File: src/rtl/single_pe_conv_scheduler.sv
// Address/enable sequencer for the single-PE 3x3-over-4x4 convolution.
// Computes C11..C22 in turn: clear, nine MAC feeds, PE drain, result write.
module single_pe_conv_scheduler #(
   parameter int unsigned PE_LATENCY = 2
) (
   input  logic       clk,
   input  logic       rstb,
   input  logic       start,
   output logic [4:0] input_addr,
   output logic [4:0] filter_addr,
   output logic       mac_en,
   output logic       acc_clr,
   output logic [3:0] buf_we,
   output logic       busy,
   output logic       done
);

   typedef enum logic [2:0] {StIdle, StClear, StFeed, StDrain, StWrite, StDone} state_e;

   localparam logic [2:0] DrainLast = (PE_LATENCY == 0) ? 3'd0 : 3'(PE_LATENCY - 1);
   localparam logic [4:0] ZeroAddr  = 5'd16;

   state_e     state_q, state_d;
   logic [3:0] k_q, k_d;
   logic [1:0] idx_q, idx_d;
   logic [2:0] drain_q, drain_d;
   logic       start_q;
   logic       launch;

   logic [1:0] kr, kc, row, col;
   logic [4:0] input_addr_d, filter_addr_d;
   logic       mac_en_d, acc_clr_d, busy_d, done_d;
   logic [3:0] buf_we_d;

   assign launch = start & ~start_q & (state_q == StIdle);

   always_comb begin
      state_d = state_q;
      k_d     = k_q;
      idx_d   = idx_q;
      drain_d = drain_q;
      case (state_q)
         StIdle: begin
            if (launch) begin
               idx_d   = 2'd0;
               state_d = StClear;
            end
         end
         StClear: begin
            k_d     = 4'd0;
            state_d = StFeed;
         end
         StFeed: begin
            if (k_q == 4'd8) begin
               drain_d = 3'd0;
               state_d = (PE_LATENCY == 0) ? StWrite : StDrain;
            end else begin
               k_d = k_q + 4'd1;
            end
         end
         StDrain: begin
            if (drain_q == DrainLast) state_d = StWrite;
            else                      drain_d = drain_q + 3'd1;
         end
         StWrite: begin
            if (idx_q != 2'd3) begin
               idx_d   = idx_q + 2'd1;
               state_d = StClear;
            end else begin
               state_d = StDone;
            end
         end
         StDone:  state_d = StIdle;
         default: state_d = StIdle;
      endcase
   end

   // Outputs are decoded from next-state values so they can be registered
   // and still line up with the state they describe.
   always_comb begin
      kr = (k_d >= 4'd6) ? 2'd2 : ((k_d >= 4'd3) ? 2'd1 : 2'd0);
      // k - 3*kr taken mod 4 equals k[1:0] + kr, and k%3 never exceeds 2.
      kc  = k_d[1:0] + kr;
      row = kr + {1'b0, idx_d[1]};
      col = kc + {1'b0, idx_d[0]};

      input_addr_d  = ZeroAddr;
      filter_addr_d = ZeroAddr;
      mac_en_d      = 1'b0;
      acc_clr_d     = 1'b0;
      buf_we_d      = 4'b0000;
      busy_d        = (state_d != StIdle);
      done_d        = (state_d == StDone);
      case (state_d)
         StClear: acc_clr_d = 1'b1;
         StFeed: begin
            mac_en_d      = 1'b1;
            filter_addr_d = {1'b0, k_d};
            input_addr_d  = {1'b0, row, col};
         end
         StWrite: buf_we_d = 4'b0001 << idx_d;
         default: ;
      endcase
   end

   always_ff @(posedge clk) begin
      if (!rstb) begin
         state_q     <= StIdle;
         k_q         <= 4'd0;
         idx_q       <= 2'd0;
         drain_q     <= 3'd0;
         start_q     <= 1'b1;
         input_addr  <= ZeroAddr;
         filter_addr <= ZeroAddr;
         mac_en      <= 1'b0;
         acc_clr     <= 1'b0;
         buf_we      <= 4'b0000;
         busy        <= 1'b0;
         done        <= 1'b0;
      end else begin
         state_q     <= state_d;
         k_q         <= k_d;
         idx_q       <= idx_d;
         drain_q     <= drain_d;
         start_q     <= start;
         input_addr  <= input_addr_d;
         filter_addr <= filter_addr_d;
         mac_en      <= mac_en_d;
         acc_clr     <= acc_clr_d;
         buf_we      <= buf_we_d;
         busy        <= busy_d;
         done        <= done_d;
      end
   end

endmodule

File: config.mk
export PLATFORM = sky130hd
export DESIGN_NAME = single_pe_conv_scheduler
export DESIGN_NICKNAME = d
export VERILOG_FILES = /design/src/rtl/single_pe_conv_scheduler.sv
export SDC_FILE = /design/constraint.sdc
export NUM_CORES = 1
export LEC_CHECK = 0
export CORE_UTILIZATION = 56
export CTS_CLUSTER_SIZE = 25
export DETAILED_ROUTE_END_ITERATION = 16
export PLACE_DENSITY = 0.92
export SYNTH_ARGS = -nofsm -noshare
export SYNTH_HDL_FRONTEND = slang
export SYNTH_SLANG_ARGS = --single-unit
File: constraint.sdc
create_clock -name clk -period 3.55 [get_ports clk]
set_input_delay 0.355 -clock clk [delete_from_list [all_inputs] [get_ports clk]]
set_output_delay 0.355 -clock clk [all_outputs]
set_load 0.01 [all_outputs]
Yosys cells after proc, flatten, opt, wreduce, memory -nomap -nowiden
Cells that the tools add are included.
{ "word_totals": {"register_bits": 31, "input_bits": 3, "word_cells": 64, "out_inout_bits": 18} }
{ "op_classes": {"n_eq_ne": 13, "n_reduce_logical": 6, "n_lt_le_gt_ge": 2, "add_sub_neg": 6, "n_bitwise": 3, "mux": 19, "shifts": 1} }
{ "ops": {"columns": ["operator", "count"], "rows": [
  ["3-bit two-way mux", 6],
  ["3-bit case mux with 5 select lines", 1],
  ["5-bit two-way mux", 2],
  ["3-bit by 1-bit equality test with 1-bit output (second input constant)", 3],
  ["3-bit by 2-bit equality test with 1-bit output (second input constant)", 3],
  ["3-bit equality test (second input constant)", 3],
  ["4-bit case mux with 2 select lines", 1],
  ["2-bit two-way mux", 3],
  ["2-bit != test (second input constant)", 3],
  ["3-bit case mux with 2 select lines", 1],
  ["2-bit by 1-bit adder with 2-bit output", 2],
  ["4-bit by 1-bit adder with 4-bit output (second input constant)", 1],
  ["4-bit equality test (second input constant)", 1],
  ["4-bit by 2-bit >= comparator with 1-bit output (second input constant)", 1],
  ["4-bit by 3-bit >= comparator with 1-bit output (second input constant)", 1],
  ["4-bit two-way mux", 1],
  ["2-bit case mux with 2 select lines", 1],
  ["2-bit AND reduction", 2],
  ["1-bit by 2-bit left shift with 4-bit output (first input constant)", 1],
  ["3-bit by 1-bit adder with 3-bit output (second input constant)", 1],
  ["3-bit zero test", 1],
  ["1-bit two-way mux", 3],
  ["3-bit AND reduction", 1],
  ["3-bit nonzero test", 1],
  ["5 further kinds", 6]
]} }

Depth between registers and ports, before layout
{ "depth": {"word_depth": 9, "mapped_depth": 12, "mapped_depth_nobuf": 12} }

Worst setup path before layout
Ideal clock, no wire load.
{ "synth_path": {"path_kind": "register -> register", "from": "reg k_q[0]", "to": "reg input_addr[1]", "arrival_ns": 2.275, "path_stages_with_launch": 12, "setup_ns": 0.081, "required_ns": 3.469, "setup_slack_ns": 1.194, "cell_sequence": "dfxtp_1 > inv_1 > ha_1 > and3b_1 > o211ai_1 > a21boi_2 > nor2_1 > a21oi_1 > o22ai_1 > ha_1 > or3_1 > a41oi_1"} }
{ "synth_via": {"elab_chain_len": 8, "elab_cells_between_ends": 14} }
{ "synth_rtl": {"columns": ["item", "line", "rtl"], "rows": [
  ["start, declared", "24", "logic [3:0] k_q, k_d;"],
  ["start signal, assigned", "122", "k_q <= k_d;"],
  ["4-bit by 1-bit adder with 4-bit output or 4-bit equality test (tied branches)", "58, 54", null],
  ["4-bit two-way mux", "54", "if (k_q == 4'd8) begin"],
  ["4-bit case mux with 2 select lines", "42", "case (state_q)"],
  ["4-bit by 2-bit >= comparator with 1-bit output", "81", "kr = (k_d >= 4'd6) ? 2'd2 : ((k_d >= 4'd3) ? 2'd1 : 2'd0);"],
  ["1-bit two-way mux", "81", null],
  ["2-bit two-way mux", "81", null],
  ["2-bit adder", "83", "kc = k_d[1:0] + kr;"],
  ["2-bit by 1-bit adder with 2-bit output", "85", "col = kc + {1'b0, idx_d[0]};"],
  ["end signal, assigned", "113", "input_addr <= ZeroAddr;"],
  ["end signal, assigned", "126", "input_addr <= input_addr_d;"],
  ["end, declared", "9", "output logic [4:0] input_addr,"]
]} }
Several ways; a longest one is shown, not always the timed one.
A chain may end at the register's enable or synchronous reset.

Worst setup path in the final report
{ "layout_path": {"from": "reg k_q[1]", "to": "reg input_addr[1]"} }
Same word-level chain as after synthesis.

==> metrics.yaml <==
ant_nets: 0
synth_edf_count: 0
power_density_nw_per_um2: 347
dieArea_um2: 2690
wl_um: 2900
synth_ff_type: "dfxtp_1"
num_rows: 17
drt_first_pass_iters: 4
path_class: "register to register"
slew_violations: 0
h-tree-depth: 2
p_leak_nw: 0.649
clock-sinks: 30
port_buffers: 20
synth_cell_type_count: 43
ir_drop_mv: 0.311
cts_tree: "yes"
end_kind: "register"
ys_ff_latch: 30
hold_viol_final: 0
synth_cells: 150
setup_viol: 0
wl_per_cell_um: 14.7
max-cap-violations: 0
outcome: "completed"
critPathRequiredTime_ns: 3.79
cts_hold_buf: 0
grt_antenna_before_repair: 0
max_freq_mhz: 353
cts_root_buffer: "clkbuf_4"
die_h_um: 51.9
place_congestion: 0.828
fin_skew_ns: 0.00270
grt_pass1_vias: 1157
place_hpwl_um: 2150
cp_max_fo: 9
period_share_pct: 79.8
cts_buffers: 5
core_um2: 2280
rsz0062_at_grt: "false"
yosysWarnings: 0
postCtsSetupRepairBufs: 0
syn_nets: 158
worst_slew_pin_slew_ns: 0.656
clock_path_buffers: 2
initial_core_util_pct: 61.2
clk_pin_slew_ns: 0.08
slew_headroom_pct: 56.2
dp_slack_ns: 0.776
worst_slack_ns: 0.716
drtIter0Drc: 35
finalSetupTns_ns: 0
clk_latency_ns: 0.32
nNetsFinal: 178
critical_path.startpoint_type: "register"
cp.arrival_ns: 3.07
routed-via-count: 1161
drive_above_1_share_pct: 8.28
viasPerCell: 5.89
synth-async-reset-ratio_pct: 0
hp-class: "register to register"
ios: 21
grt_pass1_wl_um: 4930
grt_usage_pct: 25.6
die_x_um: 51.9
diodes: 0
ys_seq_area_share_pct: 43.1
overflow: 0
fin_crit_ns: 2.83
syn_area_um2: 1390
drc: 0
cts_resized: 0
synth.avg_cell_area_um2: 9.28
grt_start_max_net_pins: 20
area_growth_syn_to_layout_pct: 17.2
## sequential cells by signal, summed over array words and instances (netlist names), 2 cells and up
name         cells
idx_q            2
state_q          3
filter_addr      4
k_q              4
buf_we           4
drain_q          3
input_addr       5
## report_power, final
part	internal (mW)	switching, mW	total [mW]
clock	0.0890	0.102	0.191
sequential	0.340	0.00396	0.344
combinational	0.0139	0.0174	0.0312
## area by class of cell
class	instances	area [um2]
Clock buffer	6	51.3
Fill cell	163	644
Tap cell	28	35.0
Inverter	10	37.5
Timing Repair Buffer	20	200
Sequential cell	30	601
Multi-Input combinational cell	103	707
## per-stage QoR
step / total power [mW] / utilization, % / hold slack, ns / instances / cell area [um2]
global route: 0.590 / 71.7 / 0.617 / 197 / 1630
floorplan: 0.372 / - / 0.456 / 150 / 1390
CTS: 0.573 / 71.7 / 0.565 / 197 / 1630
detailed placement: 0.383 / 69.4 / 0.548 / 191 / 1580
global placement: 0.381 / 69.4 / 0.509 / 191 / 1580
finish: 0.566 / 71.7 / 0.563 / 197 / 1630
## kinds of logic after synthesis
group	after synthesis	synth area share [%]
and+or+nand+nor	69	29.1
DFF	30	43.1
AOI/OAI and AO/OA	25	14.5
buffers and inverters	17	6.11
adders and majority gates	5	4.49
xor gates and xnor gates	3	1.89
muxes	1	0.809
## placed cells by master, fill, tap and decap left out, types with 5 or more instances in the layout
master	instances
nand3_1	5
nor2_1	13
nor3_1	7
nand2_1	8
a21oi_1	6
nand2b_1	7
ha_1	5
or3_1	5
inv_1	9
dfxtp_1	30
and2_1	6
clkdlybuf4s50_1	20
clkbuf_4	5
nor2b_1	7
## cell usage after synthesis, drive strengths merged (3+ instances only)
master	number	area (um2)
nand3	5	25.0
nand2	8	30.0
or3	5	31.3
dfxtp	30	601
nor3	7	35.0
inv	10	37.5
buf	5	40.0
and2	7	45.1
nor2b	7	43.8
o22ai	3	25.0
o21ai	4	20.0
nand4	4	40.0
nand2b	7	43.8
a21oi	6	30.0
nor2	13	48.8
ha	5	62.6
## layer usage
metal | GRT usage (%) | wire (um)
met1 | 27.5 | 1150
met5 | 0 | 0
met3 | 8.77 | 141
met2 | 43.6 | 1530
met4 | 14.0 | 79
## path summary, 6_finish.rpt
kind | end | slack [ns] | startpoint | depth (start not counted)
worst max-delay path | input_addr[1] | 0.72 | k_q[1] | 10
worst min register to register | drain_q[2] | 0.56 | drain_q[2] | 2
worst min-delay path | drain_q[2] | 0.56 | drain_q[2] | 2
worst max register to register | input_addr[1] | 0.72 | k_q[1] | 10
## worst max-delay path, cell delays in order (launching register included)
cell,delay (ns)
dfxtp_1,0.44
inv_1,0.09
ha_1,0.21
and3b_1,0.21
o211ai_1,0.20
a21boi_2,0.39
a21oi_1,0.13
o22ai_1,0.20
ha_1,0.25
or3b_1,0.39
a41oi_1,0.25
Note: power is estimated with default switching activity, not from simulation.
